<file path="src/rtl/mem_read_arbiter_pkg.sv">
// Shared types and constants for the memory read arbiter.
// ADDR_WIDTH defaults to 32 when not supplied by the build.
`ifndef ADDR_WIDTH
`define ADDR_WIDTH 32
`endif

package mem_arb_pkg;

  typedef enum logic [1:0] {
    ST_IDLE = 2'd0,
    ST_ADDR = 2'd1,
    ST_DATA = 2'd2
  } state_t;

  localparam int DEF_NUM_REQ = 3;
  localparam int DEF_ID_W    = 4;

  localparam int REQ_ICACHE  = 0;
  localparam int REQ_SBUF    = 1;
  localparam int REQ_DCACHE  = 2;

endpackage

</file>
<file path="src/rtl/mem_read_arbiter_if.sv">
// AXI read address and read data channel bundles used on the memory side.
interface axi_read_address #(
  parameter int ADDR_W = `ADDR_WIDTH,
  parameter int LEN_W  = 8,
  parameter int ID_W   = 4
);
  logic              arvalid;
  logic              arready;
  logic [ADDR_W-1:0] araddr;
  logic [LEN_W-1:0]  arlen;
  logic [ID_W-1:0]   arid;

  modport master (output arvalid, output araddr, output arlen, output arid, input arready);
  modport slave  (input arvalid, input araddr, input arlen, input arid, output arready);
endinterface

interface axi_read_data #(
  parameter int DATA_W = 32
);
  logic              rvalid;
  logic              rready;
  logic [DATA_W-1:0] rdata;

  modport master (input rvalid, input rdata, output rready);
  modport slave  (output rvalid, output rdata, input rready);
endinterface

</file>
<file path="src/rtl/mem_read_arbiter_rr.sv">
// One-hot grant generator. MEM_ARB_RR_EN selects round-robin with a
// last-winner pointer; otherwise fixed priority, lowest index wins.
module rr_arbiter #(
  parameter int NUM_REQ = 3
) (
`ifdef MEM_ARB_RR_EN
  input  logic               clk,
  input  logic               rst,
  input  logic               i_adv,
`endif
  input  logic [NUM_REQ-1:0] i_req,
  output logic [NUM_REQ-1:0] o_grant
);

  localparam int IDX_W = (NUM_REQ > 1) ? $clog2(NUM_REQ) : 1;

`ifdef MEM_ARB_RR_EN
  logic [IDX_W-1:0] r_ptr;
  logic [IDX_W:0]   w_sum;
  logic [IDX_W-1:0] w_idx;
  logic             w_found;

  // Search starts one past the last winner and wraps around.
  always_comb begin
    o_grant = '0;
    w_found = 1'b0;
    w_sum   = '0;
    w_idx   = '0;
    for (int i = 1; i <= NUM_REQ; i++) begin
      w_sum = {1'b0, r_ptr} + (IDX_W + 1)'(i);
      if (w_sum >= (IDX_W + 1)'(NUM_REQ))
        w_sum = w_sum - (IDX_W + 1)'(NUM_REQ);
      w_idx = w_sum[IDX_W-1:0];
      if (!w_found && i_req[w_idx]) begin
        o_grant[w_idx] = 1'b1;
        w_found        = 1'b1;
      end
    end
  end

  always_ff @(posedge clk or posedge rst) begin
    if (rst) begin
      r_ptr <= IDX_W'(NUM_REQ - 1);
    end else if (i_adv) begin
      for (int i = 0; i < NUM_REQ; i++)
        if (o_grant[i]) r_ptr <= IDX_W'(i);
    end
  end
`else
  logic w_found;

  always_comb begin
    o_grant = '0;
    w_found = 1'b0;
    for (int i = 0; i < NUM_REQ; i++) begin
      if (!w_found && i_req[i]) begin
        o_grant[i] = 1'b1;
        w_found    = 1'b1;
      end
    end
  end
`endif

endmodule

</file>
<file path="src/rtl/mem_read_arbiter.sv">
// Single-outstanding-burst AXI read arbiter; steers returned beats to the owner.
// Arbitration policy chosen by MEM_ARB_RR_EN (round-robin) or fixed priority.
//
// state | meaning
// IDLE  | waiting for any req_arvalid; winner accepted and latched this cycle
// ADDR  | ARVALID driven with latched addr/len/id until ARREADY
// DATA  | beats passed through to the owner until len beats are counted
module mem_read_arbiter
  import mem_arb_pkg::*;
#(
  parameter int NUM_REQ = DEF_NUM_REQ,
  parameter int ADDR_W  = `ADDR_WIDTH,
  parameter int DATA_W  = 32,
  parameter int LEN_W   = 8,
  parameter int ID_W    = DEF_ID_W
) (
  input  logic                      clk,
  input  logic                      rst,
  input  logic [NUM_REQ-1:0]        req_arvalid,
  input  logic [NUM_REQ*ADDR_W-1:0] req_araddr,
  input  logic [NUM_REQ*LEN_W-1:0]  req_arlen,
  input  logic [NUM_REQ*ID_W-1:0]   req_arid,
  output logic [NUM_REQ-1:0]        req_arready,
  output logic [NUM_REQ-1:0]        req_rvalid,
  output logic [DATA_W-1:0]         req_rdata,
  input  logic [NUM_REQ-1:0]        req_rready,
  axi_read_address.master           mem_read_address,
  axi_read_data.master              mem_read_data
);

  state_t              r_state;
  state_t              w_next;
  logic [NUM_REQ-1:0]  r_grant;
  logic [ADDR_W-1:0]   r_addr;
  logic [LEN_W-1:0]    r_len;
  logic [ID_W-1:0]     r_id;
  logic [LEN_W-1:0]    r_cnt;

  logic [NUM_REQ-1:0]  w_grant;
  logic                w_accept;
  logic [ADDR_W-1:0]   w_sel_addr;
  logic [LEN_W-1:0]    w_sel_len;
  logic [ID_W-1:0]     w_sel_id;
  logic                w_rready;
  logic                w_beat;
  logic                w_last;

  assign w_accept = (r_state == ST_IDLE) && (|req_arvalid);

  rr_arbiter #(.NUM_REQ(NUM_REQ)) u_arb (
`ifdef MEM_ARB_RR_EN
    .clk     (clk),
    .rst     (rst),
    .i_adv   (w_accept),
`endif
    .i_req   (req_arvalid),
    .o_grant (w_grant)
  );

  always_comb begin
    w_sel_addr = '0;
    w_sel_len  = '0;
    w_sel_id   = '0;
    for (int i = 0; i < NUM_REQ; i++) begin
      if (w_grant[i]) begin
        w_sel_addr = req_araddr[i*ADDR_W +: ADDR_W];
        w_sel_len  = req_arlen[i*LEN_W +: LEN_W];
        w_sel_id   = req_arid[i*ID_W +: ID_W];
      end
    end
  end

  assign w_rready = (r_state == ST_DATA) && (|(r_grant & req_rready));
  assign w_beat   = mem_read_data.rvalid && w_rready;
  assign w_last   = (r_cnt == r_len - LEN_W'(1));

  always_comb begin
    w_next      = r_state;
    req_arready = '0;
    case (r_state)
      ST_IDLE: begin
        if (w_accept) begin
          req_arready = w_grant;
          w_next      = ST_ADDR;
        end
      end
      ST_ADDR: begin
        if (mem_read_address.arready) w_next = ST_DATA;
      end
      ST_DATA: begin
        if (w_beat && w_last) w_next = ST_IDLE;
      end
      default: w_next = ST_IDLE;
    endcase
  end

  always_ff @(posedge clk or posedge rst) begin
    if (rst) begin
      r_state <= ST_IDLE;
      r_grant <= '0;
      r_addr  <= '0;
      r_len   <= '0;
      r_id    <= '0;
      r_cnt   <= '0;
    end else begin
      r_state <= w_next;
      case (r_state)
        ST_IDLE: begin
          if (w_accept) begin
            r_grant <= w_grant;
            r_addr  <= w_sel_addr;
            // A zero-length request still moves one beat.
            r_len   <= (w_sel_len == '0) ? LEN_W'(1) : w_sel_len;
            r_id    <= w_sel_id;
          end
        end
        ST_ADDR: begin
          if (mem_read_address.arready) r_cnt <= '0;
        end
        ST_DATA: begin
          if (w_beat) begin
            if (w_last) r_grant <= '0;
            else        r_cnt   <= r_cnt + LEN_W'(1);
          end
        end
        default: ;
      endcase
    end
  end

  assign mem_read_address.arvalid = (r_state == ST_ADDR);
  assign mem_read_address.araddr  = r_addr;
  assign mem_read_address.arlen   = r_len;
  assign mem_read_address.arid    = r_id;

  assign mem_read_data.rready = w_rready;
  assign req_rvalid = (r_state == ST_DATA) ? (r_grant & {NUM_REQ{mem_read_data.rvalid}}) : '0;
  assign req_rdata  = mem_read_data.rdata;

endmodule
</file>
<file path="src/flat_wrapper.sv">
// flat-port wrapper written by rule: the top's interface ports become plain ports
module mem_read_arbiter_flat import mem_arb_pkg::*;
#(
  parameter int NUM_REQ = DEF_NUM_REQ,
  parameter int ADDR_W  = `ADDR_WIDTH,
  parameter int DATA_W  = 32,
  parameter int LEN_W   = 8,
  parameter int ID_W    = DEF_ID_W
)
  (clk, rst, req_arvalid, req_araddr, req_arlen, req_arid, req_arready, req_rvalid, req_rdata, req_rready, mem_read_address_arvalid, mem_read_address_araddr, mem_read_address_arlen, mem_read_address_arid, mem_read_address_arready, mem_read_data_rvalid, mem_read_data_rdata, mem_read_data_rready);
  axi_read_address #(.ADDR_W(ADDR_W), .LEN_W(LEN_W), .ID_W(ID_W)) mem_read_address_i ();
  axi_read_data #(.DATA_W(DATA_W)) mem_read_data_i ();
  input  logic clk;
  input  logic rst;
  input  logic [NUM_REQ-1:0] req_arvalid;
  input  logic [NUM_REQ*ADDR_W-1:0] req_araddr;
  input  logic [NUM_REQ*LEN_W-1:0] req_arlen;
  input  logic [NUM_REQ*ID_W-1:0] req_arid;
  output logic [NUM_REQ-1:0] req_arready;
  output logic [NUM_REQ-1:0] req_rvalid;
  output logic [DATA_W-1:0] req_rdata;
  input  logic [NUM_REQ-1:0] req_rready;
  output wire logic [$bits(mem_read_address_i.arvalid)-1:0] mem_read_address_arvalid;
  output wire logic [$bits(mem_read_address_i.araddr)-1:0] mem_read_address_araddr;
  output wire logic [$bits(mem_read_address_i.arlen)-1:0] mem_read_address_arlen;
  output wire logic [$bits(mem_read_address_i.arid)-1:0] mem_read_address_arid;
  input wire logic [$bits(mem_read_address_i.arready)-1:0] mem_read_address_arready;
  input wire logic [$bits(mem_read_data_i.rvalid)-1:0] mem_read_data_rvalid;
  input wire logic [$bits(mem_read_data_i.rdata)-1:0] mem_read_data_rdata;
  output wire logic [$bits(mem_read_data_i.rready)-1:0] mem_read_data_rready;
  assign mem_read_address_arvalid = mem_read_address_i.arvalid;
  assign mem_read_address_araddr = mem_read_address_i.araddr;
  assign mem_read_address_arlen = mem_read_address_i.arlen;
  assign mem_read_address_arid = mem_read_address_i.arid;
  assign mem_read_address_i.arready = mem_read_address_arready;
  assign mem_read_data_i.rvalid = mem_read_data_rvalid;
  assign mem_read_data_i.rdata = mem_read_data_rdata;
  assign mem_read_data_rready = mem_read_data_i.rready;
  mem_read_arbiter #(.NUM_REQ(NUM_REQ), .ADDR_W(ADDR_W), .DATA_W(DATA_W), .LEN_W(LEN_W), .ID_W(ID_W)) u_core (.clk(clk), .rst(rst), .req_arvalid(req_arvalid), .req_araddr(req_araddr), .req_arlen(req_arlen), .req_arid(req_arid), .req_arready(req_arready), .req_rvalid(req_rvalid), .req_rdata(req_rdata), .req_rready(req_rready), .mem_read_address(mem_read_address_i), .mem_read_data(mem_read_data_i));
endmodule
</file>
<file path="config.mk">
export PLATFORM = sky130hd
export DESIGN_NAME = mem_read_arbiter_flat
export DESIGN_NICKNAME = d
export VERILOG_FILES = /design/src/rtl/mem_read_arbiter_pkg.sv /design/src/rtl/mem_read_arbiter_if.sv /design/src/rtl/mem_read_arbiter_rr.sv /design/src/rtl/mem_read_arbiter.sv /design/src/flat_wrapper.sv
export SDC_FILE = /design/constraint.sdc
export NUM_CORES = 1
export LEC_CHECK = 0
export CORE_UTILIZATION = 36
export CTS_BUF_LIST = sky130_fd_sc_hd__clkbuf_16
export DETAILED_ROUTE_END_ITERATION = 10
export PLACE_DENSITY = 0.83
export SYNTH_ARGS = -nofsm -noshare
export SYNTH_HDL_FRONTEND = slang
export SYNTH_HIERARCHICAL = 1
export SYNTH_SLANG_ARGS = --single-unit
</file>
<file path="constraint.sdc">
create_clock -name clk -period 2.2 [get_ports clk]
set_clock_uncertainty 0.1 [all_clocks]
set_input_delay 0.22 -clock clk [delete_from_list [all_inputs] [get_ports clk]]
set_output_delay 0.22 -clock clk [all_outputs]
set_load 0.005 [all_outputs]
</file>
==> results.py, run 1 <==
metrics = {
    "status": {
        "status": "completed",
    },
    "floorplanning": {
        "rows": 36,
        "die_area_mm2": 0.0106,
        "chipHeight_um": 103,
        "initial_core_util_pct": 37.2,
        "io_pins": 258,
        "core_area_mm2": 0.00982,
        "dieWidth_um": 103,
    },
    "clock_network": {
        "root_buffer": "clkbuf_16",
        "clockBufferDepth": 2,
        "htreeDepth": 3,
        "cts_tree": "built",
        "cts_made_buffers": 9,
        "clkLatencyLatePin_ns": 0.31,
        "cts_sinks": 57,
        "hold_buffers": 0,
        "path_clk_slew_ns": 0.06,
    },
    "detailed_routing": {
        "drc_errors": 0,
        "first_iter_violations": 141,
        "vias_per_cell": 5.32,
        "postRouteWirelength_um": 12900,
        "postRouteAntennaNets": 0,
        "first_pass_iters": 5,
        "num_vias": 3876,
        "wl_per_cell_um": 17.8,
    },
    "setup_path": {
        "cp_max_fo": 7,
        "arrival_ns": 1.81,
        "end_kind": "output port",
        "slowest_stage": "clkdlybuf4s50_1",
        "required_ns": 1.88,
        "slowest_delay_ns": 0.51,
        "cp_cell_sequence": "or3_4, nor2_4, clkdlybuf4s50_1",
        "critPathKind": "flop to output port",
        "start_kind": "flop",
    },
    "layout": {
        "syn_to_final_growth_pct": 63.8,
        "drive_above_1_share_pct": 12.4,
        "nFillCells": 845,
        "fin_util_pct": 61.0,
        "final_nets": 766,
        "fin_area_mm2": 0.00599,
        "antennaDiodeCount": 0,
    },
    "synthesis": {
        "yosys.area.top_type_share_pct": 39.0,
        "synth.area.top_cells": "dfrtp_1 (39%), a221o_1 (9.6%), o21ai_0 (8.2%)",
        "synth_largest_area_cell": "dfrtp_1",
        "synth_common_cells": "o21ai_0 (60), nand2_1 (58), dfrtp_1 (57)",
        "syn_inst": 417,
        "synth_edf_count": 0,
        "ys_seq_elements": 57,
        "ys_seq_area_share_pct": 39.0,
        "ys.flop_type": "dfrtp_1",
        "async_flop_share_pct": 100,
        "synth_most_common_cell": "o21ai_0",
        "syn-num-nets": 593,
        "syn_area_mm2": 0.00366,
        "synth_cell_type_count": 44,
        "syn_avg_cell_area_um2": 8.77,
        "yosys_warnings": 6,
    },
    "grt": {
        "grt_pass1_wl_um": 19100,
        "gr-total-overflow": 0,
        "grt_max_degree": 55,
        "grt_pass1_vias": 3867,
        "grt.total_usage_pct": 23.7,
        "antenna_found_initial": 0,
    },
    "run": {
        "drv_cap": 0,
    },
    "timing": {
        "tns_ns": 0,
        "fin_crit_ns": 2.13,
        "finalSetupViolCount": 0,
        "drv_slew": 0,
        "holdWs_ns": 0.183,
        "relSlewSlack_pct": 62.7,
        "hold_violations": 0,
        "max_freq_ghz": 0.469,
        "worst_pin_slew_ns": 0.559,
        "fin_crit_sh_pct": 96.8,
    },
    "placed_design": {
        "portBuffers": 193,
        "placed_area_mm2": 0.00565,
        "dp_hpwl_um": 10200,
        "routabilityCongestion": 0.802,
    },
    "power": {
        "p_per_area_mw_per_mm2": 943,
        "ir_worst_vdd_mv": 0.433,
        "totalPowerFinal_mw": 5.65,
        "p_leak_nw": 2.50,
    },
    "worst_hold_path": {
        "min-delay-path-class": "input port to asynchronous set/reset pin",
    },
}
==> registers in the layout, indices dropped and copies added, names as in the netlist <==
register / count
u_core/mem_read_address.araddr: 32
u_core/mem_read_address.arid: 4
u_core/mem_read_address.arlen: 8
u_core/r_cnt: 8
u_core/r_grant: 3
u_core/r_state: 2
==> final cells by class <==
type / count / area [um^2] / area share (%)
Timing Repair Buffer: 227 / 2220 / 37.0
Multi-Input combinational cell: 287 / 1890 / 31.5
Sequential cell: 57 / 1430 / 23.8
Clock buffer: 9 / 225 / 3.76
Tap cell: 133 / 166 / 2.78
Clock inverter: 7 / 38.8 / 0.647
Inverter: 8 / 30.0 / 0.501
==> cells in the final DEF (no fill, tap or decap), drive strengths merged, types with 3 or more instances in the layout <==
| cell | netlist | final |
|---|---|---|
| o21ai | 83 | 83 |
| xnor2 | 7 | 7 |
| a221o | 35 | 35 |
| nor2 | 17 | 17 |
| nand2 | 58 | 58 |
| and2 | 4 | 4 |
| inv | 7 | 9 |
| dfrtp | 57 | 57 |
| nand2b | 6 | 6 |
| nand4 | 4 | 4 |
| and3 | 3 | 3 |
| clkdlybuf4s50 | 0 | 193 |
| a22oi | 10 | 10 |
| nand3b | 3 | 3 |
| mux2i | 6 | 6 |
| nor3 | 6 | 6 |
| nor2b | 4 | 4 |
| mux2 | 7 | 7 |
| a21oi | 9 | 9 |
| buf | 46 | 34 |
| clkinv | 1 | 4 |
| nor4 | 3 | 3 |
| clkbuf | 19 | 9 |
==> metrics by stage <==
stage / std cells / worst slack (ns)
4_1_cts: 725 / 0.00455
2_1_floorplan: 417 / 0.170
6_report: 728 / 0.0694
3_5_place_dp: 708 / -0.0932
5_1_grt: 728 / -0.0239
3_3_place_gp: 708 / -0.0335
==> per-layer routing <==
layer	up-vias	track usage, %	wire [um]
met5	-	0	0
met4	0	10.5	376
met3	26	5.90	860
met2	173	42.6	6950
met1	1849	26.5	4760
li1	1828	-	-
==> cells by family (layout without fill, tap and decap cells) <==
group           Yosys count  count (layout)  synth area share, %
compound gates          147             147                 27.2
simple gates            116             116                 16.0
buf+inv                  73             251                 11.2
flops                    57              57                 39.0
mux                      13              13                 3.80
xor+xnor                  9               9                 2.16
fa+ha+maj                 2               2                0.684
==> what timing repair did <==
item / 4_1_cts / 5_1_grt
endpoints found under the setup margin: 4 / 13
setup buffers: 1 / 3
gates resized for setup: 2 / 10
pin swaps: 1 / 1
cloned: 0 / 0
==> where the power goes <==
| part | switching [mW] | internal, mW |
|---|---|---|
| Clock | 0.471 | 0.747 |
| Sequential | 0.331 | 1.45 |
| Combinational | 1.15 | 1.50 |
| Total | 1.95 | 3.70 |
==> worst max-delay path: cells and delay by family (launching register included) <==
kind                   cells  cell delay, ns
buffers and inverters      1            0.51
AND/OR/NAND/NOR            2            0.54
flip-flops                 1            0.45
==> worst paths after layout <==
kind,from,end,slack (ns),cells past startpoint
max in group asynchronous,rst,u_core/r_state[0]$_DFFE_PP0P_,1.23,3
hold reg to reg,u_core/mem_read_address.araddr[29]$_DFFE_PP0P_,u_core/mem_read_address.araddr[29]$_DFFE_PP0P_,0.37,2
setup reg to reg,u_core/mem_read_address.arlen[0]$_DFFE_PP0P_,u_core/r_cnt[2]$_DFFE_PP0P_,0.08,9
hold / removal,rst,u_core/mem_read_address.araddr[11]$_DFFE_PP0P_,0.18,2
min in group clk,mem_read_data_rdata[10],req_rdata[10],0.34,0
setup / recovery,u_core/r_state[0]$_DFFE_PP0P_,req_arready[2],0.07,3
Power figures use the tool's default switching activity.
==> run 2, diff against run 1 <==
--- a/config.mk
+++ b/config.mk
@@ -5,6 +5,7 @@
 export SDC_FILE = /design/constraint.sdc
 export NUM_CORES = 1
 export LEC_CHECK = 0
+export CAP_MARGIN = 20
 export CORE_UTILIZATION = 36
 export CTS_BUF_LIST = sky130_fd_sc_hd__clkbuf_16
 export DETAILED_ROUTE_END_ITERATION = 10
==> results of run 2 <==
The final DEF is identical to that of run 1; final timing and power are the same.
==> run 3, diff against run 2 <==
--- a/config.mk
+++ b/config.mk
@@ -8,6 +8,7 @@
 export CAP_MARGIN = 20
 export CORE_UTILIZATION = 36
 export CTS_BUF_LIST = sky130_fd_sc_hd__clkbuf_16
+export CTS_CLUSTER_SIZE = 20
 export DETAILED_ROUTE_END_ITERATION = 10
 export PLACE_DENSITY = 0.83
 export SYNTH_ARGS = -nofsm -noshare
==> results of run 3 <==
The final DEF is identical to that of run 1; final timing and power are the same.
